File: src/rtl/rob_alloc.sv
// rob_alloc: dispatch-side reorder-buffer allocator.
// Hands out ROB numbers in program order from a circular tail pointer,
// tracks occupancy from retire notifications and stalls dispatch when
// the whole request group does not fit.
module rob_alloc #(
    parameter int ROB_DEPTH = 16,
    parameter int PTR_W     = 4,
    parameter int PREG_W    = 6
) (
    input  logic                  i_clk,
    input  logic                  i_rst_n,
    input  logic                  i_flush,
    input  logic [1:0]            i_req_valid,
    input  logic [2*PREG_W-1:0]   i_preg_dst,
    input  logic [2*PREG_W-1:0]   i_old_preg_dst,
    input  logic [1:0]            i_regwrite,
    input  logic [1:0]            i_memwrite,
    input  logic [1:0]            i_retire_valid,
    output logic                  o_stall,
    output logic [1:0]            o_rob_valid,
    output logic [2*PTR_W-1:0]    o_rob_num,
    output logic [2*PREG_W-1:0]   o_rob_preg_dst,
    output logic [2*PREG_W-1:0]   o_rob_old_preg_dst,
    output logic [1:0]            o_rob_regwrite,
    output logic [1:0]            o_rob_memwrite,
    output logic [PTR_W:0]        o_count,
    output logic                  o_full,
    output logic                  o_empty
);

    localparam logic [PTR_W:0] DEPTH_C = (PTR_W+1)'(ROB_DEPTH);

    logic [PTR_W-1:0] tail;
    logic [PTR_W-1:0] head;
    logic [PTR_W:0]   count;

    logic [1:0]       req_n;
    logic [1:0]       ret_n;
    logic [PTR_W:0]   req_ext;
    logic [PTR_W:0]   ret_ext;
    logic [PTR_W:0]   free;
    logic             fits;
    logic             accept;
    logic [1:0]       alloc_n;
    logic [PTR_W:0]   ret_eff;
    logic             src0;

    // Request/retire counts, free space and the all-or-nothing accept decision
    always_comb begin
        req_n   = {1'b0, i_req_valid[0]} + {1'b0, i_req_valid[1]};
        ret_n   = {1'b0, i_retire_valid[0]} + {1'b0, i_retire_valid[1]};
        req_ext = {{(PTR_W-1){1'b0}}, req_n};
        ret_ext = {{(PTR_W-1){1'b0}}, ret_n};
        free    = DEPTH_C - count;
        fits    = (req_ext <= free);
        o_stall = !fits && !i_flush;
        accept  = fits && !i_flush;
        alloc_n = accept ? req_n : 2'd0;
        // Over-retire is a protocol error; clamp so count bottoms out at zero
        ret_eff = (ret_ext > count) ? count : ret_ext;
        // Oldest valid request lands on output slot 0
        src0    = !i_req_valid[0];
    end

    // Pointer/occupancy state and registered ROB-row outputs
    always_ff @(posedge i_clk or negedge i_rst_n) begin
        if (!i_rst_n) begin
            tail               <= '0;
            head               <= '0;
            count              <= '0;
            o_rob_valid        <= '0;
            o_rob_num          <= '0;
            o_rob_preg_dst     <= '0;
            o_rob_old_preg_dst <= '0;
            o_rob_regwrite     <= '0;
            o_rob_memwrite     <= '0;
        end else if (i_flush) begin
            tail        <= '0;
            head        <= '0;
            count       <= '0;
            o_rob_valid <= '0;
        end else begin
            count <= count + {{(PTR_W-1){1'b0}}, alloc_n} - ret_eff;
            head  <= head + ret_eff[PTR_W-1:0];
            tail  <= tail + {{(PTR_W-2){1'b0}}, alloc_n};
            if (alloc_n != 2'd0) begin
                o_rob_valid                        <= (alloc_n == 2'd2) ? 2'b11 : 2'b01;
                o_rob_num[PTR_W-1:0]               <= tail;
                o_rob_preg_dst[PREG_W-1:0]         <= src0 ? i_preg_dst[2*PREG_W-1:PREG_W]
                                                           : i_preg_dst[PREG_W-1:0];
                o_rob_old_preg_dst[PREG_W-1:0]     <= src0 ? i_old_preg_dst[2*PREG_W-1:PREG_W]
                                                           : i_old_preg_dst[PREG_W-1:0];
                o_rob_regwrite[0]                  <= i_regwrite[src0];
                o_rob_memwrite[0]                  <= i_memwrite[src0];
                if (alloc_n == 2'd2) begin
                    o_rob_num[2*PTR_W-1:PTR_W]         <= tail + PTR_W'(1);
                    o_rob_preg_dst[2*PREG_W-1:PREG_W]  <= i_preg_dst[2*PREG_W-1:PREG_W];
                    o_rob_old_preg_dst[2*PREG_W-1:PREG_W] <= i_old_preg_dst[2*PREG_W-1:PREG_W];
                    o_rob_regwrite[1]                  <= i_regwrite[1];
                    o_rob_memwrite[1]                  <= i_memwrite[1];
                end
            end else begin
                o_rob_valid <= '0;
            end
        end
    end

    // Occupancy status flags
    always_comb begin
        o_count = count;
        o_full  = (count == DEPTH_C);
        o_empty = (count == '0);
    end

    // Retiring more rows than are occupied indicates a broken retire stage
    retire_le_count: assert property (@(posedge i_clk) disable iff (!i_rst_n)
        !i_flush |-> (ret_ext <= count))
        else $error("rob_alloc: retire count exceeds occupancy");

endmodule

File: config.mk
export PLATFORM = sky130hd
export DESIGN_NAME = rob_alloc
export DESIGN_NICKNAME = d
export VERILOG_FILES = /design/src/rtl/rob_alloc.sv
export SDC_FILE = /design/constraint.sdc
export NUM_CORES = 1
export LEC_CHECK = 0
export ABC_AREA = 1
export BUFFER_PORTS_ARGS = -buffer_cell sky130_fd_sc_hd__buf_2
export CELL_PAD_IN_SITES_DETAIL_PLACEMENT = 1
export CELL_PAD_IN_SITES_GLOBAL_PLACEMENT = 2
export CORE_UTILIZATION = 27
export CTS_CLUSTER_SIZE = 12
export DETAILED_ROUTE_END_ITERATION = 10
export PLACE_DENSITY_LB_ADDON = 0.08
export SYNTH_ARGS = -nofsm -noshare
export SYNTH_HDL_FRONTEND = slang
export SYNTH_SLANG_ARGS = --single-unit
export TNS_END_PERCENT = 30
File: constraint.sdc
create_clock -name i_clk -period 3.2 [get_ports i_clk]
set_clock_uncertainty 0.15 [all_clocks]
set_input_delay 0.32 -clock i_clk [delete_from_list [all_inputs] [get_ports i_clk]]
set_output_delay 0.32 -clock i_clk [all_outputs]
set_load 0.05 [all_outputs]
==> impl_metrics.json <==
{
  "synth_common_cells": "72 x nand2_1, 47 x dfrtp_1, 36 x inv_1",
  "start_util_pct": 27.8,
  "pin_count": 81,
  "max_slew_margin_pct": 31.8,
  "whs_ns": 0.0812,
  "die_h_um": 99.5,
  "synthMostInstantiatedCell": "nand2_1",
  "finalSetupTns_ns": 0,
  "p_int_uw": 1730,
  "p_per_area_nw_per_um2": 1090,
  "synth_ff_type": "dfrtp_1",
  "track_usage_pct": 13.6,
  "clockBufferDepth": 2,
  "critPathMaxFanout": 3,
  "p_clk_share_pct": 11.8,
  "wl_per_cell_um": 12.9,
  "grt_start_max_net_pins": 32,
  "avgSynthCellArea_um2": 9.29,
  "vias": 2116,
  "postRouteAntennaNets": 0,
  "ys_ff_latch": 47,
  "yosys-top-cells-area": "dfrtp_1 46%, nand2_1 11%, o21ai_2 10%, ha_1 7.3%, inv_1 5.3%",
  "cp-start-kind": "flip-flop",
  "p_sw_share_pct": 53.1,
  "hpwl_um": 4870,
  "cts_buffers": 5,
  "combPwrFrac_pct": 62.4,
  "final_layout_size_suffix_gt1_share_pct": 43.8,
  "ir_drop_mv": 0.522,
  "setup_ws_ns": 0.0707,
  "synthCells": 276,
  "rsz0062_at_grt": "yes",
  "cpPeakStageDelay_ns": 0.57,
  "layout.cells.non_filler": 501,
  "fmax_ghz": 0.320,
  "dieArea_um2": 9890,
  "regArea_um2": 1180,
  "netlist_area_um2": 2560,
  "rrSetupSlack_ns": 0.07,
  "syn_nets": 329,
  "dr.pass1.iters": 4,
  "crit_required_ns": 3.28,
  "synth_edf_count": 0,
  "core_area_um2": 9240,
  "finalSetupViolCount": 0,
  "grt_pass1_wl_um": 10600,
  "clk_pin_slew_ns": 0.09,
  "synth-async-reset-ratio_pct": 100,
  "ys_seq_area_share_pct": 45.9,
  "gp_congestion": 0.735,
  "wl_um": 6490,
  "worst_slew_pin_slew_ns": 1.02,
  "antenna_found_initial": 0,
  "multi_input_area_um2": 1250,
  "fin_nets": 425,
  "cts_tree": "done",
  "maxCapViolations": 0,
  "post-place-ws_ns": 0.0212,
  "path_delay_family": "adder cells",
  "area_growth_pct": 31.8,
  "die_w_um": 99.5,
  "clock_sinks": 47,
  "vias_per_cell": 4.22,
  "seq_power_share_pct": 25.9,
  "crit_arrival_ns": 3.21,
  "cp_cell_sequence": "inv_2 > ha_4 > inv_4 > ha_4 > nand2_2 > nand3_2 > nor2_4 > a21oi_4 > nand2_2 > inv_4 > fa_1 > inv_2 > fa_2 > o31ai_4 > o21ai_1 > a21oi_1",
  "critPathCaptureType": "flip-flop",
  "place_inst": 488,
  "hold_viol": 0,
  "rows": 35,
  "critical-path-slowest-cell": "fa_1",
  "drc_errors": 0,
  "crit_type": "flip-flop to flip-flop",
  "synth_warnings": 0,
  "synth_cell_types": 27,
  "layout_worst_path_cycle_share_pct": 97.8,
  "insertion_delay_ns": 0.29,
  "hp-class": "primary input to flip-flop",
  "fin_crit_ns": 3.13,
  "n_antenna_cell": 0,
  "yosysTopAreaCell": "dfrtp_1",
  "cp_num_buf_inv": 4,
  "slew_violations": 0,
  "overflow": 0,
  "p_leak_uw": 0.00181,
  "drt_first_iter_violations": 53,
  "num-fill-cells": 1098,
  "yosysTopAreaCellShare_pct": 45.9,
  "status": "complete, no violations",
  "root_buffer": "clkbuf_8",
  "port-buffer-count": 80,
  "htree_num_levels": 2,
  "grt_pass1_vias": 2103,
  "switching_power_uw": 1960
}
[what timing repair did]
item                                   in CTS  in global routing
setup endpoints to repair                   0                  3
hold buffers                                1                  0
resized for setup                           0                 16
setup buffers                               0                  5
endpoints found under the hold margin      23                  0
[state kept, by name (all words and copies together) (netlist names)]
name                flops
o_rob_old_preg_dst     12
o_rob_preg_dst         12
o_rob_num               8
o_count                 5
tail                    4
o_rob_memwrite          2
o_rob_regwrite          2
o_rob_valid             2
[power by group through the flow]
stage | logic, uW | registers, uW | clock network [uW]
global route | 2490 | 990 | 477
finish | 2300 | 955 | 435
global placement | 2150 | 968 | 0
detailed placement | 2160 | 969 | 0
CTS | 2170 | 960 | 455
floorplan | 838 | 1780 | 0
[cell usage in the layout, fill, tap and decap left out, types with 5 or more instances in the layout]
cell	Yosys	layout
buf_2	0	80
nand2_1	72	70
dfrtp_1	47	45
inv_1	36	30
o21ai_2	30	30
buf_4	0	17
o21ai_0	15	14
nor2_1	13	12
ha_1	15	12
inv_2	2	6
nand2_2	4	6
a21oi_1	9	6
clkbuf_8	0	5
[metrics by stage]
stage / instance area [um^2] / total power, uW / utilization [%]
after detailed placement: 3160 / 3130 / 34.2
final: 3380 / 3700 / 36.6
after global placement: 3160 / 3120 / 34.2
after CTS: 3280 / 3590 / 35.5
after floorplan: 2600 / 2620 / -
after global routing: 3380 / 3950 / 36.6
[cell families (layout without fill, tap and decap cells)]
| logic type | count (synthesis) | in the layout | synth area share, % |
|---|---|---|---|
| buffers and inverters | 47 | 143 | 8.83 |
| XOR/XNOR | 5 | 5 | 1.71 |
| AO/OA/AOI/OAI | 58 | 58 | 16.8 |
| multiplexers | 3 | 3 | 1.17 |
| adder cells (fa/ha/maj) | 18 | 18 | 9.66 |
| flip-flops | 47 | 47 | 45.9 |
| AND/OR/NAND/NOR | 98 | 98 | 16.0 |
[worst paths after layout]
| check | startpoint | to | depth (start not counted) |
|---|---|---|---|
| worst min register to register | o_rob_preg_dst[5]$_DFFE_PN0P_ | o_rob_preg_dst[5]$_DFFE_PN0P_ | 2 |
| min in group asynchronous | i_rst_n | o_count[2]$_DFF_PN0_ | 2 |
| max in group asynchronous | i_rst_n | o_rob_old_preg_dst[1]$_DFFE_PN0P_ | 3 |
| worst min-delay path | i_preg_dst[7] | o_rob_preg_dst[7]$_DFFE_PN0P_ | 3 |
| worst max-delay path | o_count[0]$_DFF_PN0_ | o_count[4]$_DFF_PN0_ | 16 |
| worst max register to register | o_count[0]$_DFF_PN0_ | o_count[4]$_DFF_PN0_ | 16 |
[area by class of cell]
class | count | share of cell area [%]
inverter | 38 | 4.37
sequential | 47 | 34.9
multi-input combinational | 182 | 37.0
timing repair buffer | 98 | 15.9
clock buffer | 6 | 2.15
clock inverter | 1 | 0.888
tap | 129 | 4.77
[layer usage]
metal | GRT usage (%) | vias up | routed length (um)
met5 | 0 | - | 0
met4 | 3.39 | 0 | 57
met3 | 2.32 | 6 | 231
met2 | 22.2 | 51 | 2960
met1 | 18.9 | 991 | 3240
li1 | - | 1068 | -
[worst reg2reg max path, cell delays in order, from the launching register on]
cell	delay [ns]
dfrtp_2	0.42
inv_2	0.08
ha_4	0.21
inv_4	0.06
ha_4	0.21
nand2_2	0.06
nand3_2	0.07
nor2_4	0.12
a21oi_4	0.08
nand2_2	0.09
inv_4	0.04
fa_1	0.57
inv_2	0.05
fa_2	0.42
o31ai_4	0.24
o21ai_1	0.10
a21oi_1	0.11
No activity file was read; power rests on OpenSTA's default activity.
